--- config.mk ---
export PLATFORM = sky130hd
export DESIGN_NAME = read_stage_rr_scheduler
export DESIGN_NICKNAME = d
export VERILOG_FILES = /design/src/rtl/read_stage_rr_scheduler_pkg.sv /design/src/rtl/read_stage_rr_scheduler_rr_priority_pick.sv /design/src/rtl/read_stage_rr_scheduler.sv
export SDC_FILE = /design/constraint.sdc
export NUM_CORES = 1
export LEC_CHECK = 0
export BUFFER_PORTS_ARGS = -buffer_cell sky130_fd_sc_hd__buf_2
export CAP_MARGIN = 30
export CORE_MARGIN = 1
export CORE_UTILIZATION = 43
export DETAILED_ROUTE_END_ITERATION = 10
export GPL_TIMING_DRIVEN = 0
export MAX_ROUTING_LAYER = met4
export PLACE_DENSITY_LB_ADDON = 0.12
export SLEW_MARGIN = 20
export SYNTH_ARGS = -nofsm -noshare
export SYNTH_HDL_FRONTEND = slang
export SYNTH_SLANG_ARGS = --single-unit
--- constraint.sdc ---
create_clock -name clock -period 2.7 [get_ports clock]
set_input_delay 0.135 -clock clock [delete_from_list [all_inputs] [get_ports clock]]
set_output_delay 0.135 -clock clock [all_outputs]
set_load 0.01 [all_outputs]
--- src/rtl/read_stage_rr_scheduler_pkg.sv ---
// read_stage_rr_scheduler_pkg: read-request field widths and packed request struct
package read_stage_rr_scheduler_pkg;
  localparam int VS_W = 5;
  localparam int OFF_W = 8;
  localparam int GRP_W = 4;
  localparam int SRC_W = 4;
  localparam int INST_W = 3;
  typedef struct packed {
    logic [VS_W-1:0]   vs;
    logic [OFF_W-1:0]  offset;
    logic [GRP_W-1:0]  group_index;
    logic [SRC_W-1:0]  read_source;
    logic [INST_W-1:0] instruction_index;
  } read_req_t;
endpackage

--- src/rtl/read_stage_rr_scheduler_rr_priority_pick.sv ---
// rr_priority_pick: first eligible index scanning from ptr with wrap-around
module rr_priority_pick #(
  parameter int N = 4,
  localparam int IDX_W = $clog2(N)
) (
  input  logic [N-1:0]     eligible_i,
  input  logic [IDX_W-1:0] ptr_i,
  output logic [IDX_W-1:0] grant_o,
  output logic             hit_o
);
  // Scan from the farthest offset down so the closest eligible index wins last
  always_comb begin
    grant_o = '0;
    for (int k = N - 1; k >= 0; k--)
      if (eligible_i[IDX_W'((int'(ptr_i) + k) % N)]) grant_o = IDX_W'((int'(ptr_i) + k) % N);
  end
  assign hit_o = |eligible_i;
endmodule

--- src/rtl/read_stage_rr_scheduler.sv ---
// read_stage_rr_scheduler: round-robin pick of read requests into one registered output slot
module read_stage_rr_scheduler
  import read_stage_rr_scheduler_pkg::*;
#(
  parameter int NUM_REQ = 4,
  localparam int IDX_W = $clog2(NUM_REQ)
) (
  input  logic                             clock,
  input  logic                             reset,
  input  logic [NUM_REQ-1:0]               io_in_valid,
  output logic [NUM_REQ-1:0]               io_in_ready,
  input  logic [NUM_REQ-1:0][VS_W-1:0]     io_in_bits_vs,
  input  logic [NUM_REQ-1:0][OFF_W-1:0]    io_in_bits_offset,
  input  logic [NUM_REQ-1:0][GRP_W-1:0]    io_in_bits_groupIndex,
  input  logic [NUM_REQ-1:0][SRC_W-1:0]    io_in_bits_readSource,
  input  logic [NUM_REQ-1:0][INST_W-1:0]   io_in_bits_instructionIndex,
  input  logic                             io_kill_valid,
  input  logic [INST_W-1:0]                io_kill_instructionIndex,
  output logic                             io_out_valid,
  input  logic                             io_out_ready,
  output logic [VS_W-1:0]                  io_out_bits_vs,
  output logic [OFF_W-1:0]                 io_out_bits_offset,
  output logic [GRP_W-1:0]                 io_out_bits_groupIndex,
  output logic [SRC_W-1:0]                 io_out_bits_readSource,
  output logic [INST_W-1:0]                io_out_bits_instructionIndex,
  output logic [IDX_W-1:0]                 io_out_grantIndex
);
  read_req_t [NUM_REQ-1:0] reqs;
  logic [NUM_REQ-1:0] eligible;
  logic [IDX_W-1:0] grant, grant_q, grant_d, ptr_q, ptr_d;
  logic hit, kill_hit, out_fire, can_load, in_fire, slot_valid_q, slot_valid_d;
  read_req_t slot_q, slot_d;
  genvar i;
  for (i = 0; i < NUM_REQ; i++) begin : g_req
    assign reqs[i] = '{io_in_bits_vs[i], io_in_bits_offset[i], io_in_bits_groupIndex[i],
                       io_in_bits_readSource[i], io_in_bits_instructionIndex[i]};
    assign eligible[i] = io_in_valid[i] &&
                         !(io_kill_valid && io_in_bits_instructionIndex[i] == io_kill_instructionIndex);
  end
  rr_priority_pick #(.N(NUM_REQ)) u_pick (
    .eligible_i(eligible),
    .ptr_i     (ptr_q),
    .grant_o   (grant),
    .hit_o     (hit)
  );
  // A killed slot frees itself, so it can take a new request in the same cycle
  always_comb begin
    kill_hit = io_kill_valid && slot_valid_q && slot_q.instruction_index == io_kill_instructionIndex;
    io_out_valid = slot_valid_q && !kill_hit;
    out_fire = io_out_valid && io_out_ready;
    can_load = !slot_valid_q || out_fire || kill_hit;
    in_fire = can_load && hit && reset;
    io_in_ready = in_fire ? NUM_REQ'(1) << grant : '0;
    slot_valid_d = in_fire || (slot_valid_q && !out_fire && !kill_hit);
    slot_d = in_fire ? reqs[grant] : slot_q;
    grant_d = in_fire ? grant : grant_q;
    ptr_d = in_fire ? (grant == IDX_W'(NUM_REQ - 1) ? '0 : grant + 1'b1) : ptr_q;
  end
  always_ff @(posedge clock or negedge reset) begin
    if (!reset) begin
      slot_valid_q <= 1'b0;
      slot_q <= '0;
      grant_q <= '0;
      ptr_q <= '0;
    end else begin
      slot_valid_q <= slot_valid_d;
      slot_q <= slot_d;
      grant_q <= grant_d;
      ptr_q <= ptr_d;
    end
  end
  assign io_out_bits_vs = slot_q.vs;
  assign io_out_bits_offset = slot_q.offset;
  assign io_out_bits_groupIndex = slot_q.group_index;
  assign io_out_bits_readSource = slot_q.read_source;
  assign io_out_bits_instructionIndex = slot_q.instruction_index;
  assign io_out_grantIndex = grant_q;
endmodule

* After elaboration in Yosys (flattened, before gate mapping)
Cells that the tools add are included.
Storage, ports and cells: register bits after elaboration 29, input port bits 107, output and inout bits 31, logic and storage cells 71
Cells by class: add/subtract/negate cells 4, magnitude comparators 5, eq/ne operators 6, shifts and indexed selects 1, mux-type cells 20, reduce and logical (&&, ||, !) cells 27
Operators with widths (number):
- 24-bit binary-select mux with 2-bit select | 1
- 24-bit 2-to-1 mux | 1
- 1-bit logical AND | 16
- 2-bit by 4-bit < comparator with 1-bit output (second input constant) | 4
- 3-bit == test | 5
- 2-bit 2-to-1 mux | 5
- 1-bit binary-select mux with 2-bit select | 4
- 1-bit 2-to-1 mux | 8
- 1-bit zero test | 7
- 2-bit by 1-bit adder with 2-bit output (second input constant) | 2
- 2-bit adder (second input constant) | 2
- 4-bit 2-to-1 mux | 1
- 4-bit OR reduction | 1
- 1-bit by 2-bit << shifter with 4-bit output (first input constant) | 1
- 1-bit logical OR | 3
- 2-bit by 3-bit < comparator with 1-bit output (second input constant) | 1
- 2-bit == test (second input constant) | 1

* Logic depth before layout (Yosys ltp)
word-level depth 13, mapped depth 10, gate-level depth less buffers 7

* Modules after synthesis
A second synthesis with hierarchy kept.
Second synthesis, totals: cells, all modules 147, area, all modules 2058.2 um^2
Modules (own cells, without submodules):
- read_stage_rr_scheduler | times used 1, cells an instance 134, area each 1980.6 um^2, sequential area each 725.7 um^2
- rr_priority_pick | times used 1, cells an instance 13, area each 77.6 um^2, sequential area each 0.0 um^2

* Least setup slack after synthesis
OpenSTA, ideal clock, no wires.
path kind input -> register, from input io_kill_instructionIndex[1], to register ptr_q[0], arrival time 2.167 ns, required time 2.623 ns, setup slack 0.456 ns, cell stages on the path 10, cell sequence buf_2 > xor2_1 > o41a_1 > or3_1 > o211a_1 > buf_6 > buf_8 > ha_1 > or3_1 > o21ai_1
On the way: longest elaborated chain between the ends 13, elaborated cells between the ends (all ways) 45, those cells by class add/sub (1); eq/ne (6); mux (17); reduce/logical (21)
RTL lines:
- start: declaration | line read_stage_rr_scheduler.sv:18 | input logic [INST_W-1:0] io_kill_instructionIndex,
- 3-bit == test | line read_stage_rr_scheduler.sv:38 | !(io_kill_valid && io_in_bits_instructionIndex[i] == io_kill_instructionIndex);
- 1-bit logical AND | line read_stage_rr_scheduler.sv:38
- 1-bit zero test | line read_stage_rr_scheduler.sv:38
- 1-bit logical AND | line read_stage_rr_scheduler.sv:37 | assign eligible[i] = io_in_valid[i] &&
- 1-bit binary-select mux with 2-bit select | line read_stage_rr_scheduler_rr_priority_pick.sv:15 | if (eligible_i[IDX_W'((int'(ptr_i) + k) % N)]) grant_o = IDX_W'((int'(ptr_i) + k) % N);
- 1-bit 2-to-1 mux (implied by the code) (2 in a row) | line read_stage_rr_scheduler_rr_priority_pick.sv:15
- 2-bit 2-to-1 mux (4 in a row) | line read_stage_rr_scheduler_rr_priority_pick.sv:15
- 2-bit by 1-bit adder with 2-bit output or 2-bit == test (tied branches) | line read_stage_rr_scheduler.sv:57 | ptr_d = in_fire ? (grant == IDX_W'(NUM_REQ - 1) ? '0 : grant + 1'b1) : ptr_q;
- 2-bit 2-to-1 mux | line read_stage_rr_scheduler.sv:57
- end signal: assignment | line read_stage_rr_scheduler.sv:69 | ptr_q <= ptr_d;
- end: declaration | line read_stage_rr_scheduler.sv:30 | logic [IDX_W-1:0] grant, grant_q, grant_d, ptr_q, ptr_d;
Several ways; a longest one is shown, not always the timed one. The select of a mux whose other input is x is not followed. A chain may end at the register's enable or synchronous reset.

* Worst setup path after layout
from input reset, to output io_in_ready[2]
On the way: longest elaborated chain between the ends 2
RTL lines:
- start: declaration | line read_stage_rr_scheduler.sv:9 | input logic reset,
- 1-bit logical AND | line read_stage_rr_scheduler.sv:52 | in_fire = can_load && hit && reset;
- 4-bit 2-to-1 mux | line read_stage_rr_scheduler.sv:53 | io_in_ready = in_fire ? NUM_REQ'(1) << grant : '0;
- end: declaration | line read_stage_rr_scheduler.sv:11 | output logic [NUM_REQ-1:0] io_in_ready,
No other way between the ends.

==> results.md <==
Cells and area:
- In the final layout, the multi-input gates occupy 0.001254 sq mm.
- The footprint of the flip-flops and latches is 725.7 sq um.
- The fraction of final layout cells sized beyond drive strength 1 is 50.29%.
- Compared with the post-synthesis result, the final layout area differs by 39.40%.
- After the last flow step, the layout net total stands at 448.
- Fill cells in the final layout number 415.
- The total inserted antenna cells is 0.

Pwr:
- Net switching is 39.49% of the power.
- For this design the ratio of total power to cell area is 840.9 mW/mm^2.
- Summed over all nets, the switching power comes to 999.7 uW.
- The clock network burns 14.1% of the power.
- Combinational logic is responsible for 55.8% of the overall power.
- In this run the static leakage power is 0.001574 uW.
- The internal portion of the total power is 1532 uW.
- Summing internal, switching and leakage power gives 2531 uW.
- IR analysis of the VDD net gives a maximum drop of 0.4156 mV.
- Sequential cells burn 30.1% of the power.

STA:
- Setup repair after global routing left no endpoint under its margin.
- For the pin with the worst max-slew slack, the measured transition is 0.7019 ns.
- The maximum clock frequency is 412.7 MHz.
- The final hold slack is 0.1629 ns.
- The final number of hold-violating endpoints is 0.
- The number of setup violations in the final report is 0.
- The final clock skew is 0.003301 ns.
- The share of the clock period used by the worst path after layout is 89.74%.
- The count of pins over their slew limit was 0.
- The clock period could shrink to 2.423 ns.
- Measured against its own limit, the worst slew margin works out to 53.20%.
- For the final routed database, the setup TNS stands at 0 ns.

Worst setup path:
- Across all register-to-register paths, the minimum setup slack is 0.59 ns.
- The data arrival time of the worst path is 2.29 ns.
- The endpoint of the most critical register-to-register path is io_out_bits_groupIndex[3].
- The kind of cell with the highest combined delay on the critical path is buffers and inverters.
- The worst setup path is launched from an input pin.
- The required time of the critical path is 2.57 ns.
- The critical-path cell with the highest stage delay is sky130_fd_sc_hd__buf_2.
- The type of the setup path with the least slack is input pin to output port.
- The largest driver fanout on the critical path is 30.
- The number of cells on the worst reg-to-reg path is 7.
- The startpoint identified for the worst register-to-register timing path is io_out_bits_instructionIndex[2].
- On the worst path, the slowest cell contributes a delay of 0.57 ns.
- The number of buffers and inverters on the critical path is 4.
- The kind of end point of the critical path is an output port.
- In this design, the critical path's most frequently occurring cell is sky130_fd_sc_hd__buf_2.
- The worst setup path startpoint is reset.
- Walking the worst path, the cells encountered are dlygate4sd3_1 -> buf_2 -> o41ai_2 -> or2_1 -> buf_2 -> nor3b_1 -> buf_2.

Clock network:
- Clock tree synthesis inserted a total of 5 buffers.
- The clock reaches the later pin of the worst-skew pair after 0.28 ns.
- The H-tree depth is 2.
- TritonCTS built the clock tree.
- In this run the post-CTS setup repair buffer count came out at 0.
- The root buffer cell is sky130_fd_sc_hd__clkbuf_8.
- The CTS sink count is 29.
- In this run the deepest clock path goes through 2 buffers.
- After clock tree synthesis, the clock-pin slew on the worst setup and hold paths is 0.06 ns.

Global route:
- The initial antenna violation count is 0.
- The number of global-route vias before repair was 1965.
- Across every metal layer, demand over resource in global routing totals 23.94%.
- The global-route wire length before repair is 9156 microns.
- The final global-route overflow total is 0.
- Entering global routing, the biggest net connects 31 pins.

Floorplanning:
- The die covers 0.005309 sq mm.
- The region available for standard cell placement spans 0.004786 sq mm.
- The starting density of the core is 45.12%.
- The floorplan has 25 rows.
- The vertical die dimension is 72.87 microns.
- The I/O pin count is 138.
- In this run the horizontal extent of the chip is 72.87 microns.

Route:
- After detailed routing, the number of vias per cell comes to 5.042.
- The total via count after detailed routing is 2052.
- The total wirelength of the detailed-routed design is 5869 microns.
- The post-detailed-route DRC marker count is 0.
- The first routing iteration left 68 violations.
- The count of nets left with antenna violations once routing finished came out at 0.
- The first detailed-routing pass ran for 4 iterations.
- The wire length per cell after detailed routing is 14.42 microns.

Yosys:
- The area fraction in compound gates after synthesis is 19.18%.
- The most frequent cell after synthesis is sky130_fd_sc_hd__mux2i_1.
- The adder-cell share of the synthesized area is 0.5794%.
- Counting every instance in the synthesized netlist gives 198.
- The net count after synthesis is 306.
- The top cell type by total area after synthesis is sky130_fd_sc_hd__dfrtp_1.
- By count the netlist is led by sky130_fd_sc_hd__mux2i_1, sky130_fd_sc_hd__nand2_1, sky130_fd_sc_hd__dfrtp_1.
- In the synthesized netlist, mux cells make up 22.25% of the area.
- The count of distinct cell types in the synthesized netlist is 33.
- After synthesis, the largest family of logic cells by area is multiplexers.
- The post-synthesis instance area is 0.002160 sq mm.
- Ranked by total cell area, the synthesized netlist is headed by sky130_fd_sc_hd__dfrtp_1, sky130_fd_sc_hd__mux2i_1, sky130_fd_sc_hd__o221ai_2.
- The share of synthesized cell area in and, or, nand and nor gates is 9.965%.
- The yosys synthesis warning count is 0.
- The count of flip-flops with a built-in enable after synthesis is 0.
- The fraction of post-synthesis cell area in the top cell type by area is 33.60%.
- The mean instance size in the synthesized netlist is 10.91 sq um.
- Counting flops and latches in the post-synthesis netlist gives 29.
- Of the total synthesized cell area, the portion taken by XOR and XNOR cells is 6.083%.
- The share of the yosys chip area belonging to registers is 33.60%.
- The most frequently used flop master after synthesis is sky130_fd_sc_hd__dfrtp_1.
- Of all flip-flops after synthesis, the portion carrying an async set or reset was 100.0%.

Place:
- In this run the tool buffered the top-level ports with 134 buffer cells.
- The final weighted congestion in routability-driven placement is 0.8183.
- Summed over all nets, the half-perimeter wirelength after detailed placement is 4625 microns.

Status:
- The flow ran to the end, and the final reports show no timing, DRC or antenna violations.

Worst hold path:
- The min-delay analysis places its worst path in the category input pin to flip-flop.
- The worst hold path was traced through 3 stages.
- The terminating pin of the worst hold path is io_out_bits_vs[0].
- The startpoint identified for the worst hold timing path is io_in_bits_vs[10].

Flow run:
- The max-capacitance violation count is 0.
stage by stage:
| stage | utilization (%) | setup slack, ns | instances | instance area [sq um] |
|---|---|---|---|---|
| 2_1_floorplan | - | 0.4561 | 198 | 2160 |
| 3_3_place_gp | 60.89 | 0.3428 | 399 | 2914 |
| 3_5_place_dp | 60.89 | 0.3160 | 399 | 2914 |
| 4_1_cts | 62.90 | 0.2569 | 407 | 3010 |
| 5_1_grt | 62.90 | 0.07636 | 407 | 3010 |
| 6_report | 62.90 | 0.2769 | 407 | 3010 |
worst reg2reg max path, delay by kind of cell, from the launching register on:
kind | cells | cell delay, ns
compound gates | 2 | 0.63
simple gates | 3 | 0.60
flops | 1 | 0.41
buf+inv | 1 | 0.23
xor+xnor | 1 | 0.16
flip-flops by register name, summed over array words and instances, names as in the netlist:
signal,cells
io_out_bits_vs,5
io_out_bits_offset,8
io_out_grantIndex,2
io_out_bits_groupIndex,4
ptr_q,2
io_out_bits_readSource,4
slot_valid_q,1
io_out_bits_instructionIndex,3
routing by layer:
metal	vias to the layer above	wire length [microns]	GRT usage, %
met5	-	0	-
met4	0	95	7.625
met3	8	313	5.387
met2	79	2876	39.67
met1	941	2583	29.02
li1	1024	-	-
area by class of cell:
cell class | instances | share of cell area, %
plain buffers | 17 | 5.736
clock buffers | 7 | 2.868
inverters | 2 | 0.2494
multi-input cells | 150 | 41.65
flip-flops and latches | 29 | 24.11
well taps | 67 | 2.785
repair buffers | 135 | 22.61
what timing repair did:
| action | 4_1_cts | 5_1_grt |
|---|---|---|
| endpoints found under the hold margin | 29 | 0 |
| hold buffers | 1 | 0 |
| resized for setup | 0 | 0 |
power by group through the flow:
stage	sequential [uW]	combinational [uW]	clock, uW
finish	761	1410	358
CTS	759	1430	370
detailed placement	762	1430	0
global placement	762	1400	0
global route	789	1550	392
floorplan	844	881	0
placed cells by master (no fill, tap or decap), types with 2 or more instances in the layout:
master	instances
sky130_fd_sc_hd__clkbuf_8	6
sky130_fd_sc_hd__xor2_1	15
sky130_fd_sc_hd__o41a_1	5
sky130_fd_sc_hd__buf_6	6
sky130_fd_sc_hd__or3_1	2
sky130_fd_sc_hd__nand2b_1	4
sky130_fd_sc_hd__dfrtp_1	29
sky130_fd_sc_hd__buf_2	138
sky130_fd_sc_hd__mux2i_1	48
sky130_fd_sc_hd__buf_4	4
sky130_fd_sc_hd__nand2_1	32
sky130_fd_sc_hd__o221ai_2	10
sky130_fd_sc_hd__a21oi_1	2
sky130_fd_sc_hd__o221ai_1	14
sky130_fd_sc_hd__buf_12	2
sky130_fd_sc_hd__nor2_1	2
sky130_fd_sc_hd__nor2b_1	2
worst max-delay path by stage:
stage | endpoint | slack, ns | cells past startpoint
after CTS | io_in_ready[2] | 0.26 | 7
after detailed placement | ptr_q[0] | 0.32 | 10
final | io_in_ready[2] | 0.28 | 7
after floorplan | ptr_q[0] | 0.46 | 10
after global routing | io_in_ready[2] | 0.08 | 7
after global placement | ptr_q[0] | 0.34 | 10
logic make-up (layout without fill, tap and decap cells):
| group | after synthesis | count (layout) |
|---|---|---|
| buffers and inverters | 19 | 161 |
| and+or+nand+nor | 48 | 48 |
| xor gates and xnor gates | 15 | 15 |
| AOI/OAI and AO/OA | 38 | 38 |
| DFF | 29 | 29 |
| adders and majority gates | 1 | 1 |
| muxes | 48 | 48 |
No activity file was read; power rests on OpenSTA's default activity.
